[config.mk]
export PLATFORM = sky130hd
export DESIGN_NAME = sram_byte_en_arbiter_flat
export DESIGN_NICKNAME = d
export VERILOG_FILES = /design/src/rtl/sram_byte_en_arbiter_if.sv /design/src/rtl/sram_byte_en_arbiter.sv /design/src/flat_wrapper.sv
export SDC_FILE = /design/constraint.sdc
export NUM_CORES = 1
export LEC_CHECK = 0
export ABC_AREA = 1
export CAP_MARGIN = 5
export CORE_AREA = 2 2 281 283
export CTS_CLUSTER_DIAMETER = 120
export DETAILED_ROUTE_END_ITERATION = 8
export DIE_AREA = 0 0 283 285
export PLACE_DENSITY = 0.31
export SLEW_MARGIN = 30
export SYNTH_ARGS = -nofsm -noshare
export SYNTH_HDL_FRONTEND = slang
export SYNTH_SLANG_ARGS = --single-unit
[constraint.sdc]
create_clock -name i_clk -period 2.41 [get_ports i_clk]
set_clock_uncertainty 0.2 [all_clocks]
set_input_delay 0.6025 -clock i_clk [delete_from_list [all_inputs] [get_ports i_clk]]
set_output_delay 0.6025 -clock i_clk [all_outputs]
set_load 0.005 [all_outputs]
[src/rtl/sram_byte_en_arbiter_if.sv]
// Requester and SRAM-side bus for sram_byte_en_arbiter.
// slave: arbiter view; master: requesters plus SRAM (testbench/system side).
interface sram_byte_en_arbiter_if #(
    parameter int unsigned DATA_WIDTH    = 128,
    parameter int unsigned ADDRESS_WIDTH = 7
);
    localparam int unsigned BE_WIDTH = DATA_WIDTH / 8;

    logic                     i_clear;
    logic                     o_init_done;

    logic                     i_p0_req;
    logic                     i_p0_write;
    logic [ADDRESS_WIDTH-1:0] i_p0_address;
    logic [DATA_WIDTH-1:0]    i_p0_write_data;
    logic [BE_WIDTH-1:0]      i_p0_byte_enable;
    logic                     o_p0_ack;
    logic                     o_p0_rvalid;

    logic                     i_p1_req;
    logic                     i_p1_write;
    logic [ADDRESS_WIDTH-1:0] i_p1_address;
    logic [DATA_WIDTH-1:0]    i_p1_write_data;
    logic [BE_WIDTH-1:0]      i_p1_byte_enable;
    logic                     o_p1_ack;
    logic                     o_p1_rvalid;

    logic [DATA_WIDTH-1:0]    o_read_data;

    logic [ADDRESS_WIDTH-1:0] o_sram_address;
    logic [DATA_WIDTH-1:0]    o_sram_write_data;
    logic                     o_sram_write_enable;
    logic [BE_WIDTH-1:0]      o_sram_byte_enable;
    logic [DATA_WIDTH-1:0]    i_sram_read_data;

    modport slave (
        input  i_clear,
        output o_init_done,
        input  i_p0_req, i_p0_write, i_p0_address, i_p0_write_data, i_p0_byte_enable,
        output o_p0_ack, o_p0_rvalid,
        input  i_p1_req, i_p1_write, i_p1_address, i_p1_write_data, i_p1_byte_enable,
        output o_p1_ack, o_p1_rvalid,
        output o_read_data,
        output o_sram_address, o_sram_write_data, o_sram_write_enable, o_sram_byte_enable,
        input  i_sram_read_data
    );

    modport master (
        output i_clear,
        input  o_init_done,
        output i_p0_req, i_p0_write, i_p0_address, i_p0_write_data, i_p0_byte_enable,
        input  o_p0_ack, o_p0_rvalid,
        output i_p1_req, i_p1_write, i_p1_address, i_p1_write_data, i_p1_byte_enable,
        input  o_p1_ack, o_p1_rvalid,
        input  o_read_data,
        input  o_sram_address, o_sram_write_data, o_sram_write_enable, o_sram_byte_enable,
        output i_sram_read_data
    );
endinterface

[src/rtl/sram_byte_en_arbiter.sv]
// Two-port arbiter in front of a single-port byte-enable SRAM with 2-cycle read.
// Zero-fills the SRAM after reset or i_clear, then grants one access per cycle.
// Optional macro SRAM_ARB_FIXED_PRIO_EN: port 0 always wins contention
// (default: round-robin).
module sram_byte_en_arbiter #(
    parameter int unsigned DATA_WIDTH    = 128,
    parameter int unsigned ADDRESS_WIDTH = 7
) (
    input logic                   i_clk,
    input logic                   i_reset,
    sram_byte_en_arbiter_if.slave bus
);
    typedef enum logic {
        ST_INIT,
        ST_RUN
    } state_t;

    state_t                   state;
    state_t                   state_next;
    logic [ADDRESS_WIDTH-1:0] fill_count;
    logic [ADDRESS_WIDTH-1:0] fill_count_next;
    logic                     ack0;
    logic                     ack1;
    // {valid, port} per read stage; stage 1 drives the rvalid pulses
    logic [1:0]               pipe_valid;
    logic [1:0]               pipe_port;
`ifndef SRAM_ARB_FIXED_PRIO_EN
    logic                     last_grant;
`endif

    // State and fill counter register
    always_ff @(posedge i_clk or posedge i_reset) begin
        if (i_reset) begin
            state      <= ST_INIT;
            fill_count <= '0;
        end else begin
            state      <= state_next;
            fill_count <= fill_count_next;
        end
    end

    // Next-state: fill runs one word per cycle, clear restarts it from zero
    always_comb begin
        state_next      = state;
        fill_count_next = fill_count;
        case (state)
            ST_INIT: begin
                if (bus.i_clear) begin
                    fill_count_next = '0;
                end else begin
                    fill_count_next = fill_count + 1'b1;
                    if (fill_count == '1) begin
                        state_next = ST_RUN;
                    end
                end
            end
            ST_RUN: begin
                if (bus.i_clear) begin
                    state_next      = ST_INIT;
                    fill_count_next = '0;
                end
            end
            default: begin
                state_next      = ST_INIT;
                fill_count_next = '0;
            end
        endcase
    end

    // Grant: nothing during fill or on a clear cycle; contention resolved by policy
    always_comb begin
        ack0 = 1'b0;
        ack1 = 1'b0;
        if (state == ST_RUN && !bus.i_clear) begin
`ifdef SRAM_ARB_FIXED_PRIO_EN
            if (bus.i_p0_req) begin
                ack0 = 1'b1;
            end else if (bus.i_p1_req) begin
                ack1 = 1'b1;
            end
`else
            if (bus.i_p0_req && bus.i_p1_req) begin
                ack0 = last_grant;
                ack1 = !last_grant;
            end else if (bus.i_p0_req) begin
                ack0 = 1'b1;
            end else if (bus.i_p1_req) begin
                ack1 = 1'b1;
            end
`endif
        end
    end

`ifndef SRAM_ARB_FIXED_PRIO_EN
    // Remember the most recent winner; reset value lets port 0 win first
    always_ff @(posedge i_clk or posedge i_reset) begin
        if (i_reset) begin
            last_grant <= 1'b1;
        end else if (ack0 || ack1) begin
            last_grant <= ack1;
        end
    end
`endif

    // SRAM command mux: fill write, winner's fields, or idle
    always_comb begin
        bus.o_sram_address      = '0;
        bus.o_sram_write_data   = '0;
        bus.o_sram_write_enable = 1'b0;
        bus.o_sram_byte_enable  = '0;
        if (state == ST_INIT) begin
            bus.o_sram_address      = fill_count;
            bus.o_sram_write_enable = 1'b1;
            bus.o_sram_byte_enable  = '1;
        end else if (ack0) begin
            bus.o_sram_address      = bus.i_p0_address;
            bus.o_sram_write_data   = bus.i_p0_write_data;
            bus.o_sram_write_enable = bus.i_p0_write;
            bus.o_sram_byte_enable  = bus.i_p0_byte_enable;
        end else if (ack1) begin
            bus.o_sram_address      = bus.i_p1_address;
            bus.o_sram_write_data   = bus.i_p1_write_data;
            bus.o_sram_write_enable = bus.i_p1_write;
            bus.o_sram_byte_enable  = bus.i_p1_byte_enable;
        end
    end

    // Read-return pipe matching SRAM latency; keeps draining through a clear
    always_ff @(posedge i_clk or posedge i_reset) begin
        if (i_reset) begin
            pipe_valid <= '0;
            pipe_port  <= '0;
        end else begin
            pipe_valid[0] <= (ack0 && !bus.i_p0_write) || (ack1 && !bus.i_p1_write);
            pipe_port[0]  <= ack1;
            pipe_valid[1] <= pipe_valid[0];
            pipe_port[1]  <= pipe_port[0];
        end
    end

    assign bus.o_p0_ack     = ack0;
    assign bus.o_p1_ack     = ack1;
    assign bus.o_p0_rvalid  = pipe_valid[1] && !pipe_port[1];
    assign bus.o_p1_rvalid  = pipe_valid[1] && pipe_port[1];
    assign bus.o_read_data  = bus.i_sram_read_data;
    assign bus.o_init_done  = (state == ST_RUN);
endmodule

[src/flat_wrapper.sv]
// flat-port wrapper written by rule: the top's interface ports become plain ports
module sram_byte_en_arbiter_flat 
#(
    parameter int unsigned DATA_WIDTH    = 128,
    parameter int unsigned ADDRESS_WIDTH = 7
)
  (i_clk, i_reset, bus_i_clear, bus_o_init_done, bus_i_p0_req, bus_i_p0_write, bus_i_p0_address, bus_i_p0_write_data, bus_i_p0_byte_enable, bus_o_p0_ack, bus_o_p0_rvalid, bus_i_p1_req, bus_i_p1_write, bus_i_p1_address, bus_i_p1_write_data, bus_i_p1_byte_enable, bus_o_p1_ack, bus_o_p1_rvalid, bus_o_read_data, bus_o_sram_address, bus_o_sram_write_data, bus_o_sram_write_enable, bus_o_sram_byte_enable, bus_i_sram_read_data);
  sram_byte_en_arbiter_if #(.DATA_WIDTH(DATA_WIDTH), .ADDRESS_WIDTH(ADDRESS_WIDTH)) bus_i ();
  input logic i_clk;
  input logic i_reset;
  input wire logic [$bits(bus_i.i_clear)-1:0] bus_i_clear;
  output wire logic [$bits(bus_i.o_init_done)-1:0] bus_o_init_done;
  input wire logic [$bits(bus_i.i_p0_req)-1:0] bus_i_p0_req;
  input wire logic [$bits(bus_i.i_p0_write)-1:0] bus_i_p0_write;
  input wire logic [$bits(bus_i.i_p0_address)-1:0] bus_i_p0_address;
  input wire logic [$bits(bus_i.i_p0_write_data)-1:0] bus_i_p0_write_data;
  input wire logic [$bits(bus_i.i_p0_byte_enable)-1:0] bus_i_p0_byte_enable;
  output wire logic [$bits(bus_i.o_p0_ack)-1:0] bus_o_p0_ack;
  output wire logic [$bits(bus_i.o_p0_rvalid)-1:0] bus_o_p0_rvalid;
  input wire logic [$bits(bus_i.i_p1_req)-1:0] bus_i_p1_req;
  input wire logic [$bits(bus_i.i_p1_write)-1:0] bus_i_p1_write;
  input wire logic [$bits(bus_i.i_p1_address)-1:0] bus_i_p1_address;
  input wire logic [$bits(bus_i.i_p1_write_data)-1:0] bus_i_p1_write_data;
  input wire logic [$bits(bus_i.i_p1_byte_enable)-1:0] bus_i_p1_byte_enable;
  output wire logic [$bits(bus_i.o_p1_ack)-1:0] bus_o_p1_ack;
  output wire logic [$bits(bus_i.o_p1_rvalid)-1:0] bus_o_p1_rvalid;
  output wire logic [$bits(bus_i.o_read_data)-1:0] bus_o_read_data;
  output wire logic [$bits(bus_i.o_sram_address)-1:0] bus_o_sram_address;
  output wire logic [$bits(bus_i.o_sram_write_data)-1:0] bus_o_sram_write_data;
  output wire logic [$bits(bus_i.o_sram_write_enable)-1:0] bus_o_sram_write_enable;
  output wire logic [$bits(bus_i.o_sram_byte_enable)-1:0] bus_o_sram_byte_enable;
  input wire logic [$bits(bus_i.i_sram_read_data)-1:0] bus_i_sram_read_data;
  assign bus_i.i_clear = bus_i_clear;
  assign bus_o_init_done = bus_i.o_init_done;
  assign bus_i.i_p0_req = bus_i_p0_req;
  assign bus_i.i_p0_write = bus_i_p0_write;
  assign bus_i.i_p0_address = bus_i_p0_address;
  assign bus_i.i_p0_write_data = bus_i_p0_write_data;
  assign bus_i.i_p0_byte_enable = bus_i_p0_byte_enable;
  assign bus_o_p0_ack = bus_i.o_p0_ack;
  assign bus_o_p0_rvalid = bus_i.o_p0_rvalid;
  assign bus_i.i_p1_req = bus_i_p1_req;
  assign bus_i.i_p1_write = bus_i_p1_write;
  assign bus_i.i_p1_address = bus_i_p1_address;
  assign bus_i.i_p1_write_data = bus_i_p1_write_data;
  assign bus_i.i_p1_byte_enable = bus_i_p1_byte_enable;
  assign bus_o_p1_ack = bus_i.o_p1_ack;
  assign bus_o_p1_rvalid = bus_i.o_p1_rvalid;
  assign bus_o_read_data = bus_i.o_read_data;
  assign bus_o_sram_address = bus_i.o_sram_address;
  assign bus_o_sram_write_data = bus_i.o_sram_write_data;
  assign bus_o_sram_write_enable = bus_i.o_sram_write_enable;
  assign bus_o_sram_byte_enable = bus_i.o_sram_byte_enable;
  assign bus_i.i_sram_read_data = bus_i_sram_read_data;
  sram_byte_en_arbiter #(.DATA_WIDTH(DATA_WIDTH), .ADDRESS_WIDTH(ADDRESS_WIDTH)) u_core (.i_clk(i_clk), .i_reset(i_reset), .bus(bus_i));
endmodule
==> metrics <==
CTS root buffer clkbuf_16; Yosys warning count 0; Slew @ Worst Pin 525 ps; Post-Synthesis Cells 693; P_leak 5.58 nW; first-pass GRT wire length 56.9 mm; vias per cell 2.82; register area 327 µm²; post-route total power 1.19 mW; starting density of the core 0.0454; DRC 0; antenna violations before repair 9; initial DRC count 139; hold slack 153 ps; status finished, violations left; Layout area overhead 243%; clock tree buffer depth 2; Die W 283 µm; Final Max Tran Viols 0; Max Fanout on Critical Path 6; # fillers 8956; Core Area 78000 µm²; Critical Path Start Type flip-flop; worst setup margin -353 ps; CTS clock-pin slew for the worst setup and hold paths 40 ps; total global routing overflow 0; CTS hold repair buffers 0; via count 6271; All-Layer GR Usage 0.102; final number of hold-violating endpoints 0; share of cells above drive strength 1 0.518; CTS H-tree depth 1; f_max 0.362 GHz; crit path kind reg -> out; chip height 285 µm; Max-cap violations 0; DP HPWL 33.2 mm; wire per inst 19.4 µm; vias in the first global route 6784; VDD IR max 203 µV; I/O Buffers 465; endpoint class of the critical path primary output; post-synthesis sequential area ratio 0.0923; area of the mapped netlist 3540 µm²; Hold Crit Depth 0; area of the die 80700 µm²; mean post-synth cell area 5.11 µm²; final net count 1608; CTS buffer count 3; Final Util 0.156; Site Rows 103; total negative slack -36120 ps; FF-to-FF path depth 9; DR pass1 iterations 4; failing checks negative setup slack; Non-Filler Instances 2222; period utilization 1.15; pwr dens 98.2 nW/µm²; minimum clock period 2760 ps; synthesized flop and latch total 13; clk_lat worst skew 240 ps; CTS tree built; largest net degree at the start of global routing 23; placed insts 2088; Finished Cell Area 12100 µm²; Final setup viols 151; Net Count, Synth 1131; Worst Hold Class reg -> reg; RSZ-0062 raised after global routing true; Total Wirelength 43.2 mm; Setup WS pre-CTS -1210 ps; placed cell area 8940 µm²; Cell variety after synth 19; Worst EP arrival 1960 ps; io pins 722; Sink Count 13; Final Wtd Congestion 0.850; footprint of the multi-input gates 3330 µm²; Final ANT Viol Nets 0; Rel. slew slack 0.649; Crit path required time 1610 ps
registers in the layout, summed over array words and instances, names as in the netlist:
register and cells:
u_core.fill_count 7, u_core.pipe_valid 2, u_core.last_grant 1, u_core.bus.o_init_done 1
u_core.pipe_port 2
critical path, stage by stage, from the launching register on:
cell and delay, ps:
dfstp_2 560, inv_2 50, nand2_2 90, nand3_4 120
inv_12 100, buf_12 120, buf_12 120, buf_16 130
buf_8 130, nand2_1 60, nand2_2 80, buf_12 120
synthesized netlist by cell type, drive strengths merged:
master | n | area (µm²)
nand4 | 4 | 25.0
o21ai | 3 | 15.0
dfrtp | 12 | 300
a21oi | 2 | 10.0
nand3 | 30 | 155
o211ai | 2 | 15.0
inv | 14 | 52.6
o22ai | 2 | 12.5
nor2 | 11 | 48.8
nand2 | 449 | 1690
clkbuf | 2 | 7.51
ha | 1 | 12.5
buf | 160 | 1170
dfstp | 1 | 26.3
cell families (layout without fill, tap and decap cells):
group	Yosys count	in the layout	synth area share
adders and majority gates	1	1	0.00354
buffers and inverters	176	652	0.348
DFF	13	13	0.0923
AOI/OAI and AO/OA	9	9	0.0148
other	0	3	0
and+or+nand+nor	494	494	0.541
power by group:
| group | internal (mW) | switching, mW | total (mW) |
|---|---|---|---|
| combinational | 0.462 | 0.183 | 0.645 |
| clock | 0.223 | 0.0914 | 0.315 |
| sequential | 0.227 | 0.00697 | 0.234 |
final timing paths:
path / start / to / slack, ps
hold reg to reg: u_core.pipe_port[0] / u_core.pipe_port[1] / 150
min in group asynchronous: i_reset / u_core.bus.o_init_done / 500
max in group asynchronous: i_reset / u_core.last_grant / 1150
setup / recovery: u_core.last_grant / bus_o_sram_write_data[35] / -350
hold / removal: u_core.pipe_port[0] / u_core.pipe_port[1] / 150
setup reg to reg: u_core.last_grant / u_core.last_grant / 670
area by class of cell:
class | instances | area share
antenna | 3 | 0.000618
inverter | 14 | 0.00597
tap | 1050 | 0.108
multi-input combinational | 504 | 0.274
clock buffer | 4 | 0.00649
timing repair buffer | 634 | 0.578
sequential | 13 | 0.0269
cell usage in the layout (no fill, tap or decap), drive strengths merged:
cell / instances
a21oi: 2
buf: 318
clkbuf: 6
clkdlybuf4s15: 5
clkdlybuf4s50: 308
dfrtp: 12
dfstp: 1
diode: 3
dlygate4sd2: 1
ha: 1
inv: 14
nand2: 449
nand3: 30
nand4: 4
nor2: 11
o211ai: 2
o21ai: 3
o22ai: 2
what timing repair did:
| item | CTS | global route |
|---|---|---|
| setup endpoints to repair | 154 | 155 |
| gates resized for setup | 944 | 190 |
| gates cloned | 20 | 2 |
| pin swaps | 69 | 72 |
| buffers inserted | 97 | 21 |
metal layers:
metal  vias to the layer above  global-route usage  part of all wire
met5                         -                   0            0.0016
met4                        12              0.0271             0.028
met3                        72              0.0476              0.11
met2                       438               0.181              0.49
met1                      2817               0.109              0.36
li1                       2932                   -                 -
(Power assumes the default switching activity.)
